### config.mk
export PLATFORM = sky130hd
export DESIGN_NAME = mult_bist_ctrl_flat
export DESIGN_NICKNAME = d
export VERILOG_FILES = /design/src/rtl/mult_bist_pkg.sv /design/src/rtl/mult_bist_if.sv /design/src/rtl/mult_bist_chk.sv /design/src/rtl/mult_bist_ctrl.sv /design/src/flat_wrapper.sv
export SDC_FILE = /design/constraint.sdc
export NUM_CORES = 1
export LEC_CHECK = 0
export CAP_MARGIN = 20
export CORE_MARGIN = 4
export CORE_UTILIZATION = 59
export CTS_BUF_LIST = sky130_fd_sc_hd__clkbuf_16
export DETAILED_ROUTE_END_ITERATION = 8
export DONT_BUFFER_PORTS = 1
export PLACE_DENSITY_LB_ADDON = 0.2
export SLEW_MARGIN = 40
export SYNTH_ARGS = -nofsm -noshare
export SYNTH_HDL_FRONTEND = slang
export SYNTH_SLANG_ARGS = --single-unit
### constraint.sdc
create_clock -name clk -period 5.45 [get_ports clk]
set_input_delay 1.635 -clock clk [delete_from_list [all_inputs] [get_ports clk]]
set_output_delay 1.635 -clock clk [all_outputs]
set_load 0.02 [all_outputs]
### src/rtl/mult_bist_pkg.sv
// mult_bist_pkg
//   Shared types and constants for the 8x8 multiplier BIST slice.
//   - state_t      : controller FSM states
//   - chk_entry_t  : one in-flight operand pair plus its exact product
//   - exact_prod() : reference 8x8 -> 16 product
package mult_bist_pkg;

  localparam int OP_W    = 8;
  localparam int PROD_W  = 16;
  localparam int ERR_W   = 17;     // must hold 65536
  localparam int N_PAIRS = 65536;

  typedef enum logic [1:0] {
    IDLE,
    SWEEP,
    DRAIN,
    DONE
  } state_t;

  typedef struct packed {
    logic              valid;
    logic [OP_W-1:0]   a;
    logic [OP_W-1:0]   b;
    logic [PROD_W-1:0] exact;
  } chk_entry_t;

  function automatic logic [PROD_W-1:0] exact_prod(input logic [OP_W-1:0] a,
                                                   input logic [OP_W-1:0] b);
    return PROD_W'(a) * PROD_W'(b);
  endfunction

endpackage

### src/rtl/mult_bist_if.sv
// mult_bist_if
//   Bundle between the BIST controller and its environment (host control,
//   multiplier under test, result read-out).
//   master : the BIST controller (drives operands, status and results)
//   slave  : host + multiplier (drives start and dut_y)
//   SUM_W must match the SUM_W of the controller attached to it.
interface mult_bist_if #(parameter int SUM_W = 32);
  import mult_bist_pkg::*;

  logic               start;
  logic               busy;
  logic               done;
  logic [OP_W-1:0]    op_a;
  logic [OP_W-1:0]    op_b;
  logic               op_valid;
  logic [PROD_W-1:0]  dut_y;
  logic [ERR_W-1:0]   err_count;
  logic [SUM_W-1:0]   sum_ed;
  logic [PROD_W-1:0]  max_ed;
  logic [OP_W-1:0]    max_a;
  logic [OP_W-1:0]    max_b;

  modport master (
    input  start, dut_y,
    output busy, done, op_a, op_b, op_valid,
           err_count, sum_ed, max_ed, max_a, max_b
  );

  modport slave (
    output start, dut_y,
    input  busy, done, op_a, op_b, op_valid,
           err_count, sum_ed, max_ed, max_a, max_b
  );

endinterface

### src/rtl/mult_bist_chk.sv
// mult_bist_chk
//   Check pipe and error-distance accumulators.
//   Ports:
//     clk, rst_n  : clock, asynchronous active-low reset
//     clear       : zero the accumulators (sweep start)
//     push        : entry describing the pair currently on op_a/op_b
//     dut_y       : multiplier result
//     err_count, sum_ed, max_ed, max_a, max_b : accumulated results
//   The pushed entry describes the operands visible in cycle t; after
//   LATENCY register stages it sits at the tail in cycle t+LATENCY, which is
//   exactly when the matching dut_y is presented.
module mult_bist_chk
  import mult_bist_pkg::*;
#(
  parameter int LATENCY = 2,
  parameter int SUM_W   = 32
) (
  input  logic               clk,
  input  logic               rst_n,
  input  logic               clear,
  input  chk_entry_t         push,
  input  logic [PROD_W-1:0]  dut_y,
  output logic [ERR_W-1:0]   err_count,
  output logic [SUM_W-1:0]   sum_ed,
  output logic [PROD_W-1:0]  max_ed,
  output logic [OP_W-1:0]    max_a,
  output logic [OP_W-1:0]    max_b
);

  genvar gi;

  generate
    for (gi = 0; gi < LATENCY; gi++) begin : g_stage
      chk_entry_t stage_reg;
      chk_entry_t stage_in;
      if (gi == 0) begin : g_head
        assign stage_in = push;
      end else begin : g_link
        assign stage_in = g_stage[gi-1].stage_reg;
      end
      always_ff @(posedge clk or negedge rst_n) begin
        if (!rst_n) stage_reg <= '0;
        else        stage_reg <= stage_in;
      end
    end
  endgenerate

  chk_entry_t tail;
  assign tail = g_stage[LATENCY-1].stage_reg;

  // 17-bit signed difference; magnitude is at most 65535, so 16 bits hold it.
  logic signed [PROD_W:0] diff;
  logic [PROD_W-1:0]      ed;
  assign diff = $signed({1'b0, dut_y}) - $signed({1'b0, tail.exact});
  assign ed   = diff[PROD_W] ? PROD_W'(-diff) : PROD_W'(diff);

  logic [ERR_W-1:0]  err_count_reg;
  logic [SUM_W-1:0]  sum_ed_reg;
  logic [PROD_W-1:0] max_ed_reg;
  logic [OP_W-1:0]   max_a_reg;
  logic [OP_W-1:0]   max_b_reg;

  always_ff @(posedge clk or negedge rst_n) begin
    if (!rst_n) begin
      err_count_reg <= '0;
      sum_ed_reg    <= '0;
      max_ed_reg    <= '0;
      max_a_reg     <= '0;
      max_b_reg     <= '0;
    end else if (clear) begin
      err_count_reg <= '0;
      sum_ed_reg    <= '0;
      max_ed_reg    <= '0;
      max_a_reg     <= '0;
      max_b_reg     <= '0;
    end else if (tail.valid) begin
      if (ed != '0) begin
        err_count_reg <= err_count_reg + 1'b1;
        sum_ed_reg    <= sum_ed_reg + SUM_W'(ed);
      end
      // Strict compare: ties keep the earliest pair in sweep order.
      if (ed > max_ed_reg) begin
        max_ed_reg <= ed;
        max_a_reg  <= tail.a;
        max_b_reg  <= tail.b;
      end
    end
  end

  assign err_count = err_count_reg;
  assign sum_ed    = sum_ed_reg;
  assign max_ed    = max_ed_reg;
  assign max_a     = max_a_reg;
  assign max_b     = max_b_reg;

endmodule

### src/rtl/mult_bist_ctrl.sv
// mult_bist_ctrl
//   Exhaustive-sweep BIST for an 8x8 multiplier: issues every (a,b) pair,
//   a outer / b inner, one per cycle, and accumulates error statistics.
//   Ports:
//     clk    : clock, rising edge
//     rst_n  : asynchronous active-low reset
//     bus    : mult_bist_if.master (start/busy/done, op_a/op_b/op_valid,
//              dut_y, err_count/sum_ed/max_ed/max_a/max_b)
//   LATENCY (1..8): cycles from op change to matching dut_y.
//   SUM_W: width of sum_ed, must match the attached interface.
module mult_bist_ctrl
  import mult_bist_pkg::*;
#(
  parameter int LATENCY = 2,
  parameter int SUM_W   = 32
) (
  input  logic        clk,
  input  logic        rst_n,
  mult_bist_if.master bus
);

  state_t      state_reg, state_next;
  logic [15:0] cnt_reg, cnt_next;
  logic [3:0]  drain_reg, drain_next;
  logic        op_valid_reg, op_valid_next;
  logic        acc_clear;

  always_comb begin
    state_next = state_reg;
    cnt_next   = cnt_reg;
    drain_next = drain_reg;
    acc_clear  = 1'b0;
    case (state_reg)
      IDLE, DONE: begin
        if (bus.start) begin
          state_next = SWEEP;
          cnt_next   = '0;
          drain_next = '0;
          acc_clear  = 1'b1;
        end
      end
      SWEEP: begin
        // cnt holds on the last pair so op_a/op_b stay at 255/255.
        if (cnt_reg == 16'(N_PAIRS - 1)) begin
          state_next = DRAIN;
          drain_next = '0;
        end else begin
          cnt_next = cnt_reg + 16'd1;
        end
      end
      DRAIN: begin
        if (drain_reg == 4'(LATENCY - 1)) state_next = DONE;
        else                              drain_next = drain_reg + 4'd1;
      end
      default: state_next = IDLE;
    endcase
    op_valid_next = (state_next == SWEEP);
  end

  always_ff @(posedge clk or negedge rst_n) begin
    if (!rst_n) begin
      state_reg    <= IDLE;
      cnt_reg      <= '0;
      drain_reg    <= '0;
      op_valid_reg <= 1'b0;
    end else begin
      state_reg    <= state_next;
      cnt_reg      <= cnt_next;
      drain_reg    <= drain_next;
      op_valid_reg <= op_valid_next;
    end
  end

  assign bus.op_a     = cnt_reg[15:8];
  assign bus.op_b     = cnt_reg[7:0];
  assign bus.op_valid = op_valid_reg;
  assign bus.busy     = (state_reg == SWEEP) || (state_reg == DRAIN);
  assign bus.done     = (state_reg == DONE);

  chk_entry_t push;
  assign push.valid = op_valid_reg;
  assign push.a     = cnt_reg[15:8];
  assign push.b     = cnt_reg[7:0];
  assign push.exact = exact_prod(cnt_reg[15:8], cnt_reg[7:0]);

  logic [ERR_W-1:0]  err_count_w;
  logic [SUM_W-1:0]  sum_ed_w;
  logic [PROD_W-1:0] max_ed_w;
  logic [OP_W-1:0]   max_a_w;
  logic [OP_W-1:0]   max_b_w;

  mult_bist_chk #(
    .LATENCY (LATENCY),
    .SUM_W   (SUM_W)
  ) u_chk (
    .clk       (clk),
    .rst_n     (rst_n),
    .clear     (acc_clear),
    .push      (push),
    .dut_y     (bus.dut_y),
    .err_count (err_count_w),
    .sum_ed    (sum_ed_w),
    .max_ed    (max_ed_w),
    .max_a     (max_a_w),
    .max_b     (max_b_w)
  );

  assign bus.err_count = err_count_w;
  assign bus.sum_ed    = sum_ed_w;
  assign bus.max_ed    = max_ed_w;
  assign bus.max_a     = max_a_w;
  assign bus.max_b     = max_b_w;

endmodule
### src/flat_wrapper.sv
// flat-port wrapper written by rule: the top's interface ports become plain ports
module mult_bist_ctrl_flat import mult_bist_pkg::*;
#(
  parameter int LATENCY = 2,
  parameter int SUM_W   = 32
)
  (clk, rst_n, bus_start, bus_dut_y, bus_busy, bus_done, bus_op_a, bus_op_b, bus_op_valid, bus_err_count, bus_sum_ed, bus_max_ed, bus_max_a, bus_max_b);
  mult_bist_if #(.SUM_W(SUM_W)) bus_i ();
  input  logic clk;
  input  logic rst_n;
  input wire logic [$bits(bus_i.start)-1:0] bus_start;
  input wire logic [$bits(bus_i.dut_y)-1:0] bus_dut_y;
  output wire logic [$bits(bus_i.busy)-1:0] bus_busy;
  output wire logic [$bits(bus_i.done)-1:0] bus_done;
  output wire logic [$bits(bus_i.op_a)-1:0] bus_op_a;
  output wire logic [$bits(bus_i.op_b)-1:0] bus_op_b;
  output wire logic [$bits(bus_i.op_valid)-1:0] bus_op_valid;
  output wire logic [$bits(bus_i.err_count)-1:0] bus_err_count;
  output wire logic [$bits(bus_i.sum_ed)-1:0] bus_sum_ed;
  output wire logic [$bits(bus_i.max_ed)-1:0] bus_max_ed;
  output wire logic [$bits(bus_i.max_a)-1:0] bus_max_a;
  output wire logic [$bits(bus_i.max_b)-1:0] bus_max_b;
  assign bus_i.start = bus_start;
  assign bus_i.dut_y = bus_dut_y;
  assign bus_busy = bus_i.busy;
  assign bus_done = bus_i.done;
  assign bus_op_a = bus_i.op_a;
  assign bus_op_b = bus_i.op_b;
  assign bus_op_valid = bus_i.op_valid;
  assign bus_err_count = bus_i.err_count;
  assign bus_sum_ed = bus_i.sum_ed;
  assign bus_max_ed = bus_i.max_ed;
  assign bus_max_a = bus_i.max_a;
  assign bus_max_b = bus_i.max_b;
  mult_bist_ctrl #(.LATENCY(LATENCY), .SUM_W(SUM_W)) u_core (.clk(clk), .rst_n(rst_n), .bus(bus_i));
endmodule
======== After elaboration in Yosys (flattened, before gate mapping) ========
Cells that the tools add are included.
storage, ports and cells
  register bits after elaboration ......... 170
  latch bits .............................. 0
  bits in writable memories ............... 0
  bits in read-only memories .............. 0
  input port bits ......................... 19
  output and inout bits ................... 100
  word-level logic and storage cells ...... 76
  memories ................................ 0
operators by class
  add/subtract/negate cells ............... 6
  multipliers ............................. 1
  divide/modulo/power cells ............... 0
  magnitude comparators ................... 1
  eq/ne operators ......................... 10
  shift-type cells ........................ 0
  muxes and demuxes ....................... 29
  bitwise gates (word level) .............. 0
  reduce and logical (&&, ||, !) cells .... 12
operators by type and width
  cell                     count
  $mux W16                 6
  $mux W32                 3
  $mux W17                 3
  $mux W8                  6
  $add A32 B16 Y32         1
  $pmux W16 S2             1
  $add A17 B1 Y17 const B  1
  $sub A16 B16 Y17         1
  $add A16 B1 Y16 const B  1
  $eq A16 B16 Y1 const B   1
  $gt A16 B16 Y1           1
  $mul A8 B8 Y16           1
  $neg A16 Y16             1
  $reduce_bool A16 Y1      1
  $mux W4                  3
  $pmux W4 S3              1
  $reduce_bool A2 Y1       4
  $mux W2                  3
  $ne A2 B2 Y1 const B     3
  $pmux W2 S3              1
  $reduce_and A3 Y1        2
  $add A4 B1 Y4 const B    1
  $eq A2 B1 Y1 const B     2
  $eq A2 B2 Y1 const B     2
  other kinds (7)          9

======== Depth between registers and ports, before layout ========
Gate-level depths: netlist of run 1.
  depth in word-level cells ............... 7
  gate-level depth with buffers ........... 26
  depth with buffers taken out ............ 23

======== Hierarchy ========
Synthesis of run 1 repeated with hierarchy kept, for this count alone.
unflattened totals
  cells, all modules ...................... 1285
  area, all modules ....................... 11996.5 sq um
by module, submodules not included
  module          times used  cells each  area an instance (sq um)  sequential area each (sq um)
  mult_bist_chk   1           828         8206.6                    3678.5
  mult_bist_ctrl  1           457         3789.9                    575.6

======== Least setup slack after synthesis of run 1 ========
No wires, ideal clock.
  path kind ............................... input port to flip-flop
  start point ............................. input port bus_dut_y[0]
  end point ............................... register u_core.u_chk.max_a_reg[4], in the netlist u_core.u_chk.max_a[4]
  library setup time ...................... 0.132 ns
  arrival time ............................ 6.514 ns
  data required time ...................... 5.318 ns
  slack ................................... -1.195 ns
  stages on the path ...................... 26
  path buffers ............................ 3
  cells stage by stage .................... inv_1 ha_1 inv_1 fa_1 a211o_1 a221o_4 o2111ai_2 a21oi_1 or2_0 clkbuf_1 clkbuf_1 mux2i_1 inv_1 ha_1 nor2b_1 o21a_1 o21a_1 o21a_1 o21a_1 o21ai_0 a21boi_0 o21ai_0 a21oi_1 clkbuf_1 mux2i_1 nor2_1
between the ends
  cells in the longest elaborated chain, start to end .. 6
ends and longest elaborated chain
  element                         RTL line             RTL
  from (decl)                     flat_wrapper.sv:12   input wire logic [$bits(bus_i.dut_y)-1:0] bus_dut_y;
  $sub A16 B16 Y17 *              mult_bist_chk.sv:54  assign diff = $signed({1'b0, dut_y}) - $signed({1'b0, tail.exact});
  $neg A16 Y16                    mult_bist_chk.sv:55  assign ed = diff[PROD_W] ? PROD_W'(-diff) : PROD_W'(diff);
  $mux W16 *                      mult_bist_chk.sv:55
  $gt A16 B16 Y1 *                mult_bist_chk.sv:82  if (ed > max_ed_reg) begin
  $reduce_bool A2 Y1 (no line) *  n/a
  $reduce_and A2 Y1 (no line) *   n/a
  to (signal assigned)            mult_bist_chk.sv:84  max_a_reg <= tail.a;
  to (decl)                       mult_bist_chk.sv:60  logic [OP_W-1:0] max_a_reg;
Every way passes the cells marked *; elsewhere a longest branch is shown, timed or not.
A chain may end at the register's enable or synchronous reset.

======== Worst setup path in the final report of run 1 ========
  start point ............................. input port bus_dut_y[0]
  end point ............................... register u_core.u_chk.sum_ed_reg[17], in the netlist u_core.u_chk.sum_ed[17]
between the ends
  cells in the longest elaborated chain, start to end .. 7
  elaborated cells on any way between the ends .. 10
  those cells by class .................... add/sub (3); mux (4); reduce/logical (3)
ends and longest elaborated chain
  element               RTL line             RTL
  $sub A16 B16 Y17 *    mult_bist_chk.sv:54
  $neg A16 Y16          mult_bist_chk.sv:55
  $mux W16 *            mult_bist_chk.sv:55
  $add A32 B16 Y32      mult_bist_chk.sv:79  sum_ed_reg <= sum_ed_reg + SUM_W'(ed);
  $mux W32              mult_bist_chk.sv:77  if (ed != '0) begin
  $mux W32              mult_bist_chk.sv:76  end else if (tail.valid) begin
  $mux W32              mult_bist_chk.sv:70  end else if (clear) begin
  to (signal assigned)  mult_bist_chk.sv:79
  to (decl)             mult_bist_chk.sv:58  logic [SUM_W-1:0] sum_ed_reg;
Every way passes the cells marked *; elsewhere a longest branch is shown, timed or not. The select of a mux whose other input is x is not followed.

==> impl_metrics.env, run 1 <==
export IMPL_status="finished, violations left"
export IMPL_violations="negative setup slack"
export IMPL_gr_usage_all_layers_pct=27.0
export IMPL_met3_usage_pct=5.71
export IMPL_root_buffer="clkbuf_16"
export IMPL_crit_fanout=6
export IMPL_synth_area_sq_mm=0.0114
export IMPL_setup_tns_ns=-4.62
export IMPL_ios=119
export IMPL_period_needed_ns=5.76
export IMPL_pwr_share_clk_pct=22.1
export IMPL_comb_power_share_pct=44.8
export IMPL_max_freq_ghz=0.174
export IMPL_rsz0062_at_grt="true"
export IMPL_critical_path_class="primary input to flip-flop"
export IMPL_wl_um=30900
export IMPL_whs_ns=0.350
export IMPL_end_kind="flip-flop"
export IMPL_synth_distinct_cells=79
export IMPL_crit_required_ns=5.78
export IMPL_vias_per_cell=5.97
export IMPL_synth_edf_count=0
export IMPL_wl_per_cell_um=19.3
export IMPL_met1_usage_pct=34.5
export IMPL_critPathLaunch="bus_dut_y[0]"
export IMPL_cts_num_sinks=170
export IMPL_ys_seq_area_share_pct=37.2
export IMPL_internal_power_mw=3.49
export IMPL_clockBufferDepth=2
export IMPL_reg2reg_from="u_core.cnt_reg[8]"
export IMPL_chipHeight_um=147
export IMPL_yosysWarnings=0
export IMPL_core_sq_mm=0.0189
export IMPL_vias=9544
export IMPL_grt_start_max_net_pins=171
export IMPL_gp_congestion=0.916
export IMPL_dr_first_iter_drc_count=682
export IMPL_peakVddDrop_v=0.000325
export IMPL_design_area_sq_mm=0.0144
export IMPL_syn_area_per_cell_sq_um=9.66
export IMPL_r2r_setup_slack_ns=0.34
export IMPL_tightest_slew_ns=0.791
export IMPL_leakagePower_nw=6.78
export IMPL_cts_buffers=17
export IMPL_finalPower_mw=5.86
export IMPL_largest_reg_flops=66
export IMPL_use_met2_pct=44.8
export IMPL_min_from="u_core.u_chk.g_stage[0].stage_reg[5]"
export IMPL_p_seq_share_pct=33.0
export IMPL_drive_above_1_share_pct=24.7
export IMPL_clk_latency_ns=0.44
export IMPL_maxSlewHeadroom_pct=46.9
export IMPL_start_kind="primary input"
export IMPL_place_port_buffers=0
export IMPL_antenna_found_initial=0
export IMPL_place_area_sq_mm=0.0129
export IMPL_arrival_ns=6.09
export IMPL_dp_hpwl_um=20500
export IMPL_dieWidth_um=147
export IMPL_synth_nets=1337
export IMPL_grt_pass1_vias=9439
export IMPL_synth_ff_type="dfrtp_1"
export IMPL_drc=0
export IMPL_hold_path_class="flip-flop to flip-flop"
export IMPL_finalMaxSlewViolations=0
export IMPL_synthCells=1184
export IMPL_setup_violations_final=41
export IMPL_setup_ws_ns=-0.309
export IMPL_rows=50
export IMPL_maxCapViolations=0
export IMPL_busiest_layer="met2"
export IMPL_fill_cells=1199
export IMPL_drt_antenna_violating_nets=0
export IMPL_antenna_cells=0
export IMPL_htreeDepth=4
export IMPL_period_share_pct=106
export IMPL_start_util_pct=60.5
export IMPL_cts_tree="done"
export IMPL_switching_power_mw=2.37
export IMPL_die_area_sq_mm=0.0217
export IMPL_final_nets=1478
export IMPL_syn_to_final_growth_pct=25.5
export IMPL_path_clk_slew_ns=0.08
export IMPL_final_hold_viol_count=0
export IMPL_gr_total_overflow=0
export IMPL_powerDensity_mw_per_mm2=408
export IMPL_grt_pass1_wl_um=47400
export IMPL_fin_skew_ns=0.0155
export IMPL_ys_seq_elements=170
export IMPL_drt_pass1_iterations=7
export IMPL_switching_share_pct=40.5
export IMPL_async_reset_ff_share_pct=100
-- kinds of logic (layout without fill, tap and decap cells) --
| kind of cell | count (synthesis) | after routing | share of synthesized area (%) |
|---|---|---|---|
| AOI/OAI and AO/OA | 264 | 264 | 16.0 |
| xor gates and xnor gates | 55 | 55 | 4.34 |
| adders and majority gates | 134 | 134 | 17.2 |
| buffers and inverters | 172 | 325 | 6.60 |
| DFF | 170 | 170 | 37.2 |
| muxes | 36 | 36 | 3.16 |
| and+or+nand+nor | 353 | 354 | 15.6 |
-- layout by cell type, fill, tap and decap left out, types with 31 or more instances in the layout --
| master | instances |
|---|---|
| o21ai_0 | 47 |
| inv_1 | 103 |
| and2_1 | 44 |
| dfrtp_1 | 170 |
| ha_1 | 80 |
| mux2i_1 | 31 |
| nand2_1 | 77 |
| buf_4 | 166 |
| nor2_1 | 83 |
| fa_1 | 36 |
-- power by group through the flow --
stage | Clock [mW] | Combinational (mW) | Sequential, mW
2_1_floorplan | 0 | 1.39 | 1.84
3_3_place_gp | 0 | 1.94 | 1.94
3_5_place_dp | 0 | 1.98 | 1.95
4_1_cts | 1.31 | 2.32 | 1.93
5_1_grt | 1.37 | 2.82 | 1.96
6_report | 1.30 | 2.63 | 1.94
-- stage by stage --
stage / setup slack [ns] / cells / utilization (%)
after global placement: -0.817 / 1538 / 68.1
final: -0.309 / 1598 / 76.0
after floorplan: -0.674 / 1184 / -
after CTS: -0.0451 / 1588 / 73.9
after detailed placement: -0.973 / 1538 / 68.1
after global routing: -0.533 / 1598 / 76.0
-- critical path: stages --
cell       delay (ns)
clkinv_16        0.02
ha_4             0.11
inv_2            0.03
fa_2             0.33
a211o_1          0.30
a221o_4          0.40
o2111ai_4        0.24
a21oi_2          0.10
or2_4            0.30
buf_6            0.14
nor2_4           0.16
xnor2_4          0.18
ha_4             0.26
buf_6            0.12
a21oi_4          0.16
o21ai_2          0.10
a311oi_2         0.37
o21bai_1         0.17
a21oi_2          0.21
inv_2            0.07
a311o_1          0.36
a31oi_1          0.15
o21ai_1          0.08
o31ai_1          0.09
-- timing repair --
item	4_1_cts	5_1_grt
resized for setup	60	57
pin swaps	36	40
cloned	1	2
hold buffers	0	0
endpoints found under the setup margin	81	81
setup buffers	17	12
-- final timing paths --
check | endpoint | cells past startpoint
setup / recovery | u_core.u_chk.sum_ed[17] | 24
hold / removal | u_core.u_chk.g_stage[1].stage_reg[5] | 0
setup reg to reg | u_core.u_chk.g_stage[0].stage_reg[13] | 16
hold reg to reg | u_core.u_chk.g_stage[1].stage_reg[5] | 0
max in group asynchronous | u_core.u_chk.g_stage[1].stage_reg[9] | 0
min in group asynchronous | u_core.u_chk.max_ed[12] | 0
-- per-layer routing --
| metal | vias to the layer above | wire (um) |
|---|---|---|
| li1 | 4400 | - |
| met1 | 4663 | 12300 |
| met2 | 382 | 15200 |
| met3 | 99 | 1980 |
| met4 | 0 | 1380 |
| met5 | - | 0 |
-- cell usage after synthesis, types with 17 or more instances --
| cell type | count | area, sq um |
|---|---|---|
| fa_1 | 38 | 761 |
| and2_1 | 47 | 294 |
| buf_4 | 19 | 143 |
| nand4_1 | 20 | 125 |
| a22o_1 | 19 | 166 |
| xor2_1 | 17 | 149 |
| nand3_1 | 23 | 115 |
| clkbuf_1 | 38 | 143 |
| xnor2_1 | 36 | 315 |
| nand2_1 | 82 | 308 |
| inv_1 | 107 | 402 |
| a21oi_1 | 41 | 205 |
| nor2_1 | 90 | 338 |
| mux2i_1 | 35 | 350 |
| o31ai_1 | 23 | 173 |
| dfrtp_1 | 170 | 4250 |
| ha_1 | 96 | 1200 |
| o21ai_0 | 72 | 360 |
-- layout make-up --
cell class	instances	area, sq um	share of cell area (%)
clock buffer	17	425	2.96
sequential	170	4250	29.6
multi-input combinational	843	7150	49.8
timing repair buffer	186	1550	10.8
inverter	107	428	2.98
clock inverter	15	223	1.55
tap	260	325	2.27
Note: power is estimated with default switching activity, not from simulation.
==> run 2: changes to the inputs <==
--- a/config.mk
+++ b/config.mk
@@ -12,6 +12,7 @@
 export DETAILED_ROUTE_END_ITERATION = 8
 export DONT_BUFFER_PORTS = 1
 export PLACE_DENSITY_LB_ADDON = 0.2
+export SETUP_SLACK_MARGIN = 0.02
 export SLEW_MARGIN = 40
 export SYNTH_ARGS = -nofsm -noshare
 export SYNTH_HDL_FRONTEND = slang
==> impl_metrics.env, run 2 (synthesis results as in run 1) <==
export IMPL_violations="negative setup slack"
export IMPL_crit_required_ns=5.78
export IMPL_crit_family="compound AO/OA/AOI/OAI gates"
export IMPL_place_port_buffers=0
export IMPL_antenna_found_initial=0
export IMPL_wl_per_cell_um=19.0
export IMPL_start_kind="primary input"
export IMPL_p_seq_share_pct=33.2
export IMPL_crit_buf_inv=5
export IMPL_whs_ns=0.350
export IMPL_largest_reg_flops=66
export IMPL_end_kind="flip-flop"
export IMPL_final_util_pct=75.9
export IMPL_period_needed_ns=5.69
export IMPL_critPathSlowestCell="a221o_4"
export IMPL_comb_power_share_pct=44.5
export IMPL_grt_pass1_wl_um=47500
export IMPL_peakVddDrop_v=0.000328
export IMPL_fin_skew_ns=0.0156
export IMPL_drt_pass1_iterations=5
export IMPL_final_common_cell="buf_4"
export IMPL_rsz0062_at_grt="true"
export IMPL_switching_power_mw=2.34
export IMPL_setup_tns_ns=-8.30
export IMPL_drc=0
export IMPL_max_freq_ghz=0.176
export IMPL_dieWidth_um=147
export IMPL_gr_usage_all_layers_pct=27.1
export IMPL_finalPower_mw=5.83
export IMPL_dp_hpwl_um=20500
export IMPL_ios=119
export IMPL_switching_share_pct=40.2
export IMPL_vias_per_cell=5.91
export IMPL_setup_ws_ns=-0.240
export IMPL_chipHeight_um=147
export IMPL_maxSlewHeadroom_pct=49.6
export IMPL_gp_congestion=0.916
export IMPL_place_area_sq_mm=0.0129
export IMPL_powerDensity_mw_per_mm2=406
export IMPL_period_share_pct=104
export IMPL_final_cell_mix="buf_4, dfrtp_1, inv_1"
export IMPL_final_hold_viol_count=0
export IMPL_dr_first_iter_drc_count=606
export IMPL_clk_latency_ns=0.44
export IMPL_die_area_sq_mm=0.0217
export IMPL_pwr_share_clk_pct=22.2
export IMPL_internal_power_mw=3.48
export IMPL_leakagePower_nw=6.81
export IMPL_antenna_cells=0
export IMPL_clockBufferDepth=2
export IMPL_fill_cells=1196
export IMPL_max_stage_delay_ns=0.39
export IMPL_grt_pass1_vias=9462
export IMPL_seq_area_sq_mm=0.00425
export IMPL_htreeDepth=4
export IMPL_multiInputGateArea_sq_mm=0.00712
export IMPL_gr_total_overflow=0
export IMPL_cts_buffers=17
export IMPL_status="finished, violations left"
export IMPL_start_util_pct=60.5
export IMPL_cts_tree="done"
export IMPL_root_buffer="clkbuf_16"
export IMPL_maxCapViolations=0
export IMPL_tightest_slew_ns=0.754
export IMPL_rows=50
export IMPL_vias=9460
export IMPL_core_sq_mm=0.0189
export IMPL_syn_to_final_growth_pct=25.3
export IMPL_worstPathCellList="clkinv_16 -> ha_4 -> inv_2 -> fa_2 -> a211o_1 -> a221o_4 -> o2111ai_4 -> a21oi_2 -> or2_4 -> buf_6 -> nor2_4 -> xnor2_4 -> ha_4 -> buf_6 -> a21oi_4 -> o21ai_2 -> a311oi_2 -> o21bai_1 -> a21oi_2 -> inv_2 -> a311o_1 -> a31oi_1 -> o21ai_1 -> o31ai_1"
export IMPL_crit_fanout=6
export IMPL_final_nets=1481
export IMPL_hold_path_class="flip-flop to flip-flop"
export IMPL_critical_path_class="primary input to flip-flop"
export IMPL_design_area_sq_mm=0.0143
export IMPL_grt_start_max_net_pins=171
export IMPL_drt_antenna_violating_nets=0
export IMPL_finalMaxSlewViolations=0
export IMPL_path_clk_slew_ns=0.08
export IMPL_arrival_ns=6.02
export IMPL_setup_violations_final=50
export IMPL_hold_buffers=0
export IMPL_cts_num_sinks=170
export IMPL_wl_um=30400
export IMPL_drive_above_1_share_pct=24.7
## run 2: cell types whose count changed in the layout (fill, tap and decap cells not counted), moves of 2 or more
cell / delta
buf_4: +5
ha_1: +3
ha_4: -3
o21ai_1: -2
## run 2: metal layers
| layer | global-route usage, % | routed length [um] |
|---|---|---|
| met1 | 34.6 | 12400 |
| met2 | 45.0 | 15200 |
| met4 | 11.5 | 1080 |
| met3 | 5.55 | 1690 |
| met5 | 0 | 0 |
## run 2: path summary, 6_finish.rpt
path	from	end	slack [ns]	cells after the start
max reg2reg	u_core.cnt_reg[8]	u_core.u_chk.g_stage[0].stage_reg[13]	0.36	16
max	bus_dut_y[0]	u_core.u_chk.sum_ed[17]	-0.24	24
min in group asynchronous	rst_n	u_core.u_chk.max_ed[12]	0.89	0
min reg2reg	u_core.u_chk.g_stage[0].stage_reg[5]	u_core.u_chk.g_stage[1].stage_reg[5]	0.35	0
max in group asynchronous	rst_n	u_core.u_chk.g_stage[0].stage_reg[28]	4.32	0
min	u_core.u_chk.g_stage[0].stage_reg[5]	u_core.u_chk.g_stage[1].stage_reg[5]	0.35	0
## run 2: repair_timing
item | 4_1_cts | 5_1_grt
endpoints found under the setup margin | 81 | 81
setup buffers | 18 | 12
pin swaps | 40 | 34
gates resized for setup | 59 | 48
cloned | 1 | 1
## run 2: power by group through the flow
stage	sequential, mW	combinational, mW	clock, mW
6_report	1.93	2.60	1.30
2_1_floorplan	1.84	1.39	0
3_3_place_gp	1.94	1.94	0
5_1_grt	1.96	2.79	1.37
4_1_cts	1.93	2.32	1.31
3_5_place_dp	1.95	1.98	0
## run 2: through the flow
step | instances | setup slack (ns)
2_1_floorplan | 1184 | -0.674
3_3_place_gp | 1538 | -0.817
3_5_place_dp | 1538 | -0.973
4_1_cts | 1589 | -0.0451
5_1_grt | 1601 | -0.381
6_report | 1601 | -0.240
## run 2: final cells by class
class / instances / area share (%)
Clock buffer: 17 / 2.97
Clock inverter: 15 / 1.55
Inverter: 107 / 2.99
Multi-Input combinational cell: 843 / 49.7
Sequential cell: 170 / 29.7
Tap cell: 260 / 2.27
Timing Repair Buffer: 189 / 10.9
==> run 3: changes to the inputs <==
--- a/config.mk
+++ b/config.mk
@@ -11,6 +11,7 @@
 export CTS_BUF_LIST = sky130_fd_sc_hd__clkbuf_16
 export DETAILED_ROUTE_END_ITERATION = 8
 export DONT_BUFFER_PORTS = 1
+export GPL_TIMING_DRIVEN = 0
 export PLACE_DENSITY_LB_ADDON = 0.2
 export SETUP_SLACK_MARGIN = 0.02
 export SLEW_MARGIN = 40
==> impl_metrics.env, run 3 (synthesis results as in run 1) <==
export IMPL_hold_path_end="u_core.u_chk.g_stage[1].stage_reg[11]"
export IMPL_grt_pass1_vias=8941
export IMPL_drt_antenna_violating_nets=0
export IMPL_htreeDepth=4
export IMPL_final_hold_viol_count=0
export IMPL_critical_path_class="primary input to flip-flop"
export IMPL_die_area_sq_mm=0.0217
export IMPL_final_cell_mix="dfrtp_1, inv_1, nor2_1"
export IMPL_clk_latency_ns=0.44
export IMPL_end_kind="flip-flop"
export IMPL_r2r_end="u_core.u_chk.max_ed[3]"
export IMPL_grt_start_max_net_pins=171
export IMPL_place_ws_ns=-1.29
export IMPL_cts_tree="done"
export IMPL_status="finished, violations left"
export IMPL_largest_reg_flops=66
export IMPL_root_buffer="clkbuf_16"
export IMPL_tightest_slew_ns=0.795
export IMPL_finalMaxSlewViolations=0
export IMPL_vias=9621
export IMPL_place_area_sq_mm=0.0120
export IMPL_clockBufferDepth=2
export IMPL_min_from="u_core.u_chk.g_stage[0].stage_reg[11]"
export IMPL_gp_congestion=0.890
export IMPL_dp_hpwl_um=19600
export IMPL_antenna_found_initial=0
export IMPL_fin_skew_ns=0.0131
export IMPL_setup_ws_ns=-0.540
export IMPL_final_nets=1441
export IMPL_core_sq_mm=0.0189
export IMPL_hold_buffers=0
export IMPL_syn_to_final_growth_pct=26.1
export IMPL_finalPower_mw=5.85
export IMPL_period_needed_ns=5.99
export IMPL_start_kind="primary input"
export IMPL_gr_total_overflow=0
export IMPL_path_clk_slew_ns=0.07
export IMPL_hold_path_class="flip-flop to flip-flop"
export IMPL_dr_first_iter_drc_count=693
export IMPL_final_common_cell="dfrtp_1"
export IMPL_dieWidth_um=147
export IMPL_place_port_buffers=0
export IMPL_grt_pass1_wl_um=45900
export IMPL_chipHeight_um=147
export IMPL_drt_pass1_iterations=6
export IMPL_leakagePower_nw=6.66
export IMPL_peakVddDrop_v=0.000327
export IMPL_drive_above_1_share_pct=23.4
export IMPL_cts_buffers=17
export IMPL_maxCapViolations=0
export IMPL_crit_required_ns=5.74
export IMPL_start_util_pct=60.5
export IMPL_period_share_pct=110
export IMPL_design_area_sq_mm=0.0144
export IMPL_fill_cells=1178
export IMPL_hold_depth=0
export IMPL_r2r_setup_slack_ns=0.27
export IMPL_antenna_cells=0
export IMPL_violations="negative setup slack"
export IMPL_whs_ns=0.342
export IMPL_crit_fanout=8
export IMPL_max_freq_ghz=0.167
export IMPL_r2r_cells=24
export IMPL_cts_num_sinks=170
export IMPL_powerDensity_mw_per_mm2=405
export IMPL_arrival_ns=6.28
export IMPL_gr_usage_all_layers_pct=26.4
export IMPL_rows=50
export IMPL_drc=0
export IMPL_setup_violations_final=81
export IMPL_vias_per_cell=6.16
export IMPL_wl_per_cell_um=20.6
export IMPL_ios=119
export IMPL_reg2reg_from="u_core.u_chk.g_stage[1].stage_reg[0]"
export IMPL_wl_um=32200
export IMPL_maxSlewHeadroom_pct=47.0
export IMPL_rsz0062_at_grt="true"
run 3: changes by cell type in the layout (fill, tap and decap cells not counted), moves of 8 or more:
cell       delta
o21ai_2       +9
clkbuf_16     +8
o31ai_2      +13
buf_6         +9
buf_4        -92
o31ai_1      -16
clkbuf_1     +28
run 3: worst max-delay path by stage:
stage / cells past startpoint / slack [ns] / startpoint / end
floorplan: 26 / -0.67 / bus_dut_y[0] / u_core.u_chk.sum_ed[31]
global placement: 25 / -1.25 / bus_dut_y[0] / u_core.u_chk.sum_ed[31]
detailed placement: 25 / -1.29 / bus_dut_y[0] / u_core.u_chk.sum_ed[31]
CTS: 27 / -0.32 / bus_dut_y[0] / u_core.u_chk.max_b[3]
global route: 25 / -0.65 / bus_dut_y[0] / u_core.u_chk.max_ed[3]
finish: 25 / -0.54 / bus_dut_y[0] / u_core.u_chk.max_ed[3]
run 3: final cells by class:
type	count	area (sq um)	area share, %
clock inverter	15	161	1.12
sequential	170	4250	29.5
buffer	60	474	3.29
clock buffer	17	425	2.95
timing repair buffer	89	867	6.01
inverter	107	428	2.97
multi-input combinational	843	7490	51.9
tap	260	325	2.26
run 3: worst max-delay path: stages:
cell	delay, ns
clkinv_16	0.02
ha_4	0.11
inv_2	0.03
fa_2	0.35
a211o_1	0.31
a221o_4	0.41
buf_6	0.13
buf_6	0.12
xnor2_4	0.21
o2111ai_4	0.18
buf_6	0.18
nor2_1	0.10
nor4b_4	0.32
a21oi_1	0.19
xor2_2	0.38
ha_1	0.34
nand4_1	0.10
nor3_1	0.06
nand2_1	0.06
o211ai_1	0.16
a21oi_4	0.23
buf_12	0.17
clkbuf_16	0.16
mux2i_1	0.21
nor2_1	0.08
run 3: per-layer routing:
metal	track usage [%]	routed length [um]	share of wire [%]
met2	43.8	15800	49
met3	6.72	2610	8.1
met1	33.3	12500	39
met4	10.3	1320	4.1
met5	0	0	0
run 3: timing repair:
item / in CTS / in global routing
setup endpoints to repair: 81 / 82
buffers inserted: 41 / 43
cloned: 2 / 7
pin swaps: 40 / 64
resized for setup: 68 / 137
run 3: where the power goes:
part | internal, mW | switching (mW) | leakage, nW
clock network | 0.649 | 0.570 | 0.286
logic | 1.39 | 1.27 | 4.18
registers | 1.45 | 0.510 | 2.19
run 3: stage by stage:
| stage | instances | TNS (ns) | utilization [%] |
|---|---|---|---|
| floorplan | 1184 | -35.08 | - |
| global placement | 1444 | -73.29 | 63.6 |
| detailed placement | 1444 | -80.00 | 63.6 |
| CTS | 1519 | -11.38 | 70.8 |
| global route | 1561 | -36.88 | 76.4 |
| finish | 1561 | -29.13 | 76.4 |
